File: src/rtl/hazard_ctrl.sv
// Pipeline hazard controller: load-use stalls, branch/redirect flushes and
// data-memory freezes, with a latched redirect that survives frozen and
// load-use cycles, plus saturating stall/flush statistics counters.
module hazard_ctrl #(
  parameter int REG_W = 5,
  parameter int CNT_W = 16
) (
  input  logic             clk_i,
  input  logic             rst_i,
  input  logic             start_i,
  input  logic [REG_W-1:0] id_rs_i,
  input  logic [REG_W-1:0] id_rt_i,
  input  logic             id_use_rt_i,
  input  logic             ex_memread_i,
  input  logic [REG_W-1:0] ex_rt_i,
  input  logic             branch_taken_i,
  input  logic             redirect_i,
  input  logic             mem_stall_i,
  output logic             pc_write_o,
  output logic             ifid_stall_o,
  output logic             ifid_flush_o,
  output logic             idex_bubble_o,
  output logic             freeze_o,
  output logic [1:0]       state_o,
  output logic [CNT_W-1:0] stall_cnt_o,
  output logic [CNT_W-1:0] flush_cnt_o
);

  typedef enum logic [1:0] {
    IDLE  = 2'd0,
    RUN   = 2'd1,
    MWAIT = 2'd2
  } state_t;

  localparam logic [REG_W-1:0] REG_ZERO = {REG_W{1'b0}};
  localparam logic [CNT_W-1:0] CNT_ONE  = {{(CNT_W-1){1'b0}}, 1'b1};
  localparam logic [CNT_W-1:0] CNT_MAX  = {CNT_W{1'b1}};

  state_t state;
  state_t state_nxt;
  logic   pending;
  logic   pending_nxt;
  logic   load_use;

  // Saturating increment: a full counter stays at all-ones.
  function automatic logic [CNT_W-1:0] sat_inc(input logic [CNT_W-1:0] v);
    if (v == CNT_MAX) begin
      sat_inc = v;
    end else begin
      sat_inc = v + CNT_ONE;
    end
  endfunction

  // Load in EX writes a register the ID instruction reads ($0 never hazards).
  always_comb begin
    load_use = ex_memread_i & (ex_rt_i != REG_ZERO) &
               ((ex_rt_i == id_rs_i) | (id_use_rt_i & (ex_rt_i == id_rt_i)));
  end

  // Next state, pending redirect and zero-latency control outputs.
  always_comb begin
    state_nxt     = state;
    pending_nxt   = pending;
    pc_write_o    = 1'b0;
    ifid_stall_o  = 1'b0;
    ifid_flush_o  = 1'b0;
    idex_bubble_o = 1'b0;
    freeze_o      = 1'b0;
    case (state)
      IDLE: begin
        pending_nxt = 1'b0;
        if (start_i) begin
          state_nxt = RUN;
        end else begin
          state_nxt = IDLE;
        end
      end
      RUN, MWAIT: begin
        if (mem_stall_i) begin
          // Memory not ready: hold everything; remember any redirect.
          freeze_o     = 1'b1;
          ifid_stall_o = 1'b1;
          state_nxt    = MWAIT;
          if (redirect_i) begin
            pending_nxt = 1'b1;
          end else begin
            pending_nxt = pending;
          end
        end else begin
          state_nxt = RUN;
          if (load_use) begin
            // Stall wins; a redirect arriving now is kept for later, and a
            // taken branch simply re-evaluates next cycle.
            ifid_stall_o  = 1'b1;
            idex_bubble_o = 1'b1;
            if (redirect_i) begin
              pending_nxt = 1'b1;
            end else begin
              pending_nxt = pending;
            end
          end else if (branch_taken_i | redirect_i | pending) begin
            ifid_flush_o = 1'b1;
            pc_write_o   = 1'b1;
            pending_nxt  = 1'b0;
          end else begin
            pc_write_o = 1'b1;
          end
        end
        if (!start_i) begin
          state_nxt   = IDLE;
          pending_nxt = 1'b0;
        end else begin
          pending_nxt = pending_nxt;
        end
      end
      default: begin
        state_nxt   = IDLE;
        pending_nxt = 1'b0;
      end
    endcase
  end

  // State and pending-redirect registers.
  always_ff @(posedge clk_i or negedge rst_i) begin
    if (!rst_i) begin
      state   <= IDLE;
      pending <= 1'b0;
    end else begin
      state   <= state_nxt;
      pending <= pending_nxt;
    end
  end

  // Statistics counters; only reset clears them.
  always_ff @(posedge clk_i or negedge rst_i) begin
    if (!rst_i) begin
      stall_cnt_o <= {CNT_W{1'b0}};
      flush_cnt_o <= {CNT_W{1'b0}};
    end else begin
      if ((state != IDLE) && !pc_write_o) begin
        stall_cnt_o <= sat_inc(stall_cnt_o);
      end else begin
        stall_cnt_o <= stall_cnt_o;
      end
      if (ifid_flush_o) begin
        flush_cnt_o <= sat_inc(flush_cnt_o);
      end else begin
        flush_cnt_o <= flush_cnt_o;
      end
    end
  end

  // Expose the current state encoding.
  always_comb begin
    state_o = state;
  end

endmodule

File: config.mk
export PLATFORM = sky130hd
export DESIGN_NAME = hazard_ctrl
export DESIGN_NICKNAME = d
export VERILOG_FILES = /design/src/rtl/hazard_ctrl.sv
export SDC_FILE = /design/constraint.sdc
export NUM_CORES = 1
export LEC_CHECK = 0
export CAP_MARGIN = 40
export CORE_UTILIZATION = 45
export CTS_BUF_LIST = sky130_fd_sc_hd__clkbuf_2
export DETAILED_ROUTE_END_ITERATION = 8
export GPL_TIMING_DRIVEN = 0
export PLACE_DENSITY = 0.83
export RECOVER_POWER = 25
export SYNTH_ARGS = -nofsm -noshare
export SYNTH_HDL_FRONTEND = slang
export SYNTH_SLANG_ARGS = --single-unit
export TNS_END_PERCENT = 20
File: constraint.sdc
create_clock -name clk_i -period 2.55 [get_ports clk_i]
set_input_delay 0.51 -clock clk_i [delete_from_list [all_inputs] [get_ports clk_i]]
set_output_delay 0.51 -clock clk_i [all_outputs]
set_load 0.05 [all_outputs]
==> flow_summary.toml <==
[timing]
worst-slew-pin-transition_ns = 1.83
slew_viol_final = 36
slew_headroom = -0.221
layout_worst_path_cycle_share = 0.988
clock-skew-final_ns = 0.0121
finalHoldViolCount = 0
finalWorstSetupSlack_ns = 0.0311
fmaxAchievable_ghz = 0.397
finalSetupViolations = 0
post-route-min-period_ns = 2.52

[logic_synthesis]
ys_seq_elements = 35
synthesis.area_per_instance_um2 = 10.2
synth.net_count = 216
yosysSeqAreaShare = 0.455
yosys.cell_types.count = 35
synthesized_cell_area_um2 = 1930
synth_top_cell_area_share = 0.455
synthDominantAreaCellType = "sky130_fd_sc_hd__dfrtp_1"
yosys_warnings = 0
synth_top_cells_by_area = "sky130_fd_sc_hd__dfrtp_1 45%, sky130_fd_sc_hd__xor2_1 9.1%, sky130_fd_sc_hd__xnor2_1 8.6%, sky130_fd_sc_hd__nand3_1 4.4%, sky130_fd_sc_hd__nand2_1 3.3%"
syn-instance-count = 189

[drt]
vias = 1688
vias_per_cell = 5.34
drt_iter0_markers = 126
route.detailed.wl_per_inst_um = 13.8
drcViolationCount = 0
drt_pre_antenna_iters = 4
wirelength_um = 4360
final_antenna_net_count = 0

[layout]
stdcell_count = 316
syn2layout_area_growth_pct = 42.7
final_common_cell = "sky130_fd_sc_hd__clkdlybuf4s50_1"
stdcell_area_um2 = 2750
share_of_final_layout_standard_cells_stronger_than_drive_strength_1 = 0.154
design.final.nets = 293
antenna_cells = 0
filler_cell_count = 328
most-common-layout-cells = "43 x sky130_fd_sc_hd__clkdlybuf4s50_1, 35 x sky130_fd_sc_hd__dfrtp_1, 20 x sky130_fd_sc_hd__xor2_1"

[worst_hold_path]
hold_end = "flush_cnt_o[14]"
cell_depth_of_the_worst_hold_path = 1
hp-class = "register to register"
worstHoldStart = "flush_cnt_o[14]"

[floorplanning]
initial_utilization = 0.475
die_area_um2 = 4550
row_count = 23
pin_count = 62
chipHeight_um = 67.4
core_area_um2 = 4060
die-width_um = 67.4

[worst_setup_path]
worst_r2r_endpoint = "stall_cnt_o[5]"
timing.critical_path.cells = "clkdlybuf4s50_1 > xnor2_1 > nand2_1 > o22a_2 > o21ai_4 > buf_6 > inv_2 > buf_8"
slowest_delay_ns = 0.48
timing.critical_path.max_delay_family = "buffers and inverters"
worstReg2RegStart = "state_o[0]"
cp_max_delay_cell = "sky130_fd_sc_hd__clkdlybuf4s50_1"
crit_path_end_kind = "output port"
worstPathMaxFanout = 6
critPathRequiredTime_ns = 2.04
regToRegSetupSlack_ns = 0.52
critical_path_buf_inv_count = 4
cp_data_arrival_time_ns = 2.01
reg2reg_depth = 7
start_kind = "primary input"
setup.worst_path.class = "primary input to output port"

[power]
total_power_mw = 2.27
vdd_ir_drop_max_mv = 0.658
leakage_dissipation_nw = 1.24
power_density_nw_per_um2 = 826

[place]
detailed_place.area_um2 = 2600
post_placement_setup_slack_ns = -0.924
gp_congestion = 0.847
numPlacedInstances = 300
portbufs = 61
detailedPlacementHpwl_um = 3090

[grt]
grt_pass1_wl_um = 7150
grt_pass1_vias = 1587
globalRouteTotalUtil = 0.211
grt_max_degree = 36
grt_antenna_before_repair = 0
grt-ovfl-total = 0

[cts]
ctsLongestPathBuffers = 2
worstSkewPairLatency_ns = 0.39
tritoncts = "done"
worst_setup_hold_path_clk_slew_ns = 0.18
cts.sinks = 35
cts-htree-levels = 2
clock-root-buffer = "sky130_fd_sc_hd__clkbuf_2"
cts_buffers = 5

[run_status]
status = "finished, violations left"
failed_checks = "max-capacitance violations, max-slew violations"

[flow_run]
maxCapViolCount = 1
## cell families after synthesis
kind of cell	after synthesis	synth area share
and+or+nand+nor	90	0.257
xor gates and xnor gates	39	0.177
DFF	35	0.455
AOI/OAI and AO/OA	9	0.0461
buffers and inverters	9	0.0214
adders and majority gates	4	0.0260
muxes	3	0.0175
## worst max-delay path by stage
stage               cells after the start        from           end  slack (ns)
global route                            7  id_rs_i[1]    pc_write_o       -0.05
global placement                        7  ex_rt_i[1]  ifid_flush_o       -0.89
finish                                  8  id_rs_i[1]  ifid_flush_o        0.03
floorplan                               7  state_o[0]  ifid_flush_o        0.19
CTS                                     8  id_rs_i[0]  ifid_flush_o       -0.05
detailed placement                      7  ex_rt_i[1]  ifid_flush_o       -0.92
## power breakdown
part	switching [mW]	leakage (nW)	total (mW)	internal, mW
combinational	0.683	0.761	1.08	0.397
clock	0.188	0.0391	0.354	0.165
sequential	0.165	0.443	0.838	0.673
## per-stage QoR
stage / TNS (ns) / utilization / hold WS (ns)
2_1_floorplan: 0 / - / 0.214
3_3_place_gp: -3.26 / 0.642 / 0.470
3_5_place_dp: -3.57 / 0.641 / 0.482
4_1_cts: -0.0791 / 0.661 / 0.187
5_1_grt: -0.105 / 0.678 / 0.531
6_report: 0 / 0.678 / 0.498
## per-layer routing
metal	GRT usage	wire [um]
met2	0.363	2220
met4	0.0771	64
met3	0.0405	198
met5	0	0
met1	0.263	1880
## sequential cells by signal, summed over array words and instances, names as in the netlist
signal / count
flush_cnt_o: 16
pending: 1
stall_cnt_o: 16
state_o: 2
## cell type report
cell class	count	area, um^2	area share
multi-input cells	145	1030	0.375
flip-flops and latches	35	876	0.318
repair buffers	70	678	0.247
well taps	50	62.6	0.0227
clock buffers	6	30.0	0.0109
clock inverters	1	30.0	0.0109
inverters	8	30.0	0.0109
plain buffers	1	11.3	0.00409
## cells in the mapped netlist
library cell / count
sky130_fd_sc_hd__dfrtp_1: 35
sky130_fd_sc_hd__xor2_1: 20
sky130_fd_sc_hd__xnor2_1: 19
sky130_fd_sc_hd__nand2_1: 17
sky130_fd_sc_hd__nand3_1: 17
sky130_fd_sc_hd__nor2_1: 16
sky130_fd_sc_hd__nor3_1: 9
sky130_fd_sc_hd__inv_1: 8
sky130_fd_sc_hd__and3_1: 4
sky130_fd_sc_hd__ha_1: 4
sky130_fd_sc_hd__nand4_1: 4
sky130_fd_sc_hd__nor3_2: 4
sky130_fd_sc_hd__and4_1: 3
sky130_fd_sc_hd__mux2_2: 3
sky130_fd_sc_hd__nor3b_1: 3
sky130_fd_sc_hd__and3b_1: 2
sky130_fd_sc_hd__nand2b_1: 2
sky130_fd_sc_hd__o21ai_4: 2
sky130_fd_sc_hd__a211oi_1: 1
sky130_fd_sc_hd__a221oi_1: 1
sky130_fd_sc_hd__and2_1: 1
sky130_fd_sc_hd__and2b_1: 1
sky130_fd_sc_hd__buf_6: 1
sky130_fd_sc_hd__nand2_2: 1
sky130_fd_sc_hd__nand3b_1: 1
sky130_fd_sc_hd__nand4b_1: 1
sky130_fd_sc_hd__nor2b_1: 1
sky130_fd_sc_hd__nor4_2: 1
sky130_fd_sc_hd__o211a_1: 1
sky130_fd_sc_hd__o21a_1: 1
sky130_fd_sc_hd__o21ai_1: 1
sky130_fd_sc_hd__o221ai_1: 1
sky130_fd_sc_hd__o22a_1: 1
sky130_fd_sc_hd__or2_2: 1
sky130_fd_sc_hd__or4_4: 1
## worst reg2reg max path: cells and delay by family (launching register included)
kind	cells	cell delay, ns
AOI/OAI and AO/OA	1	0.32
DFF	1	0.42
and+or+nand+nor	3	0.68
adders and majority gates	1	0.33
xor gates and xnor gates	1	0.16
buffers and inverters	1	0.06
## repair_timing
item / CTS / global route
setup endpoints to repair: 5 / 4
pin swaps: 6 / 10
hold endpoints to repair: 0 / 0
setup buffers: 2 / 7
resized for setup: 34 / 15
hold buffers: 0 / 0
Note: power is estimated with default switching activity, not from simulation.
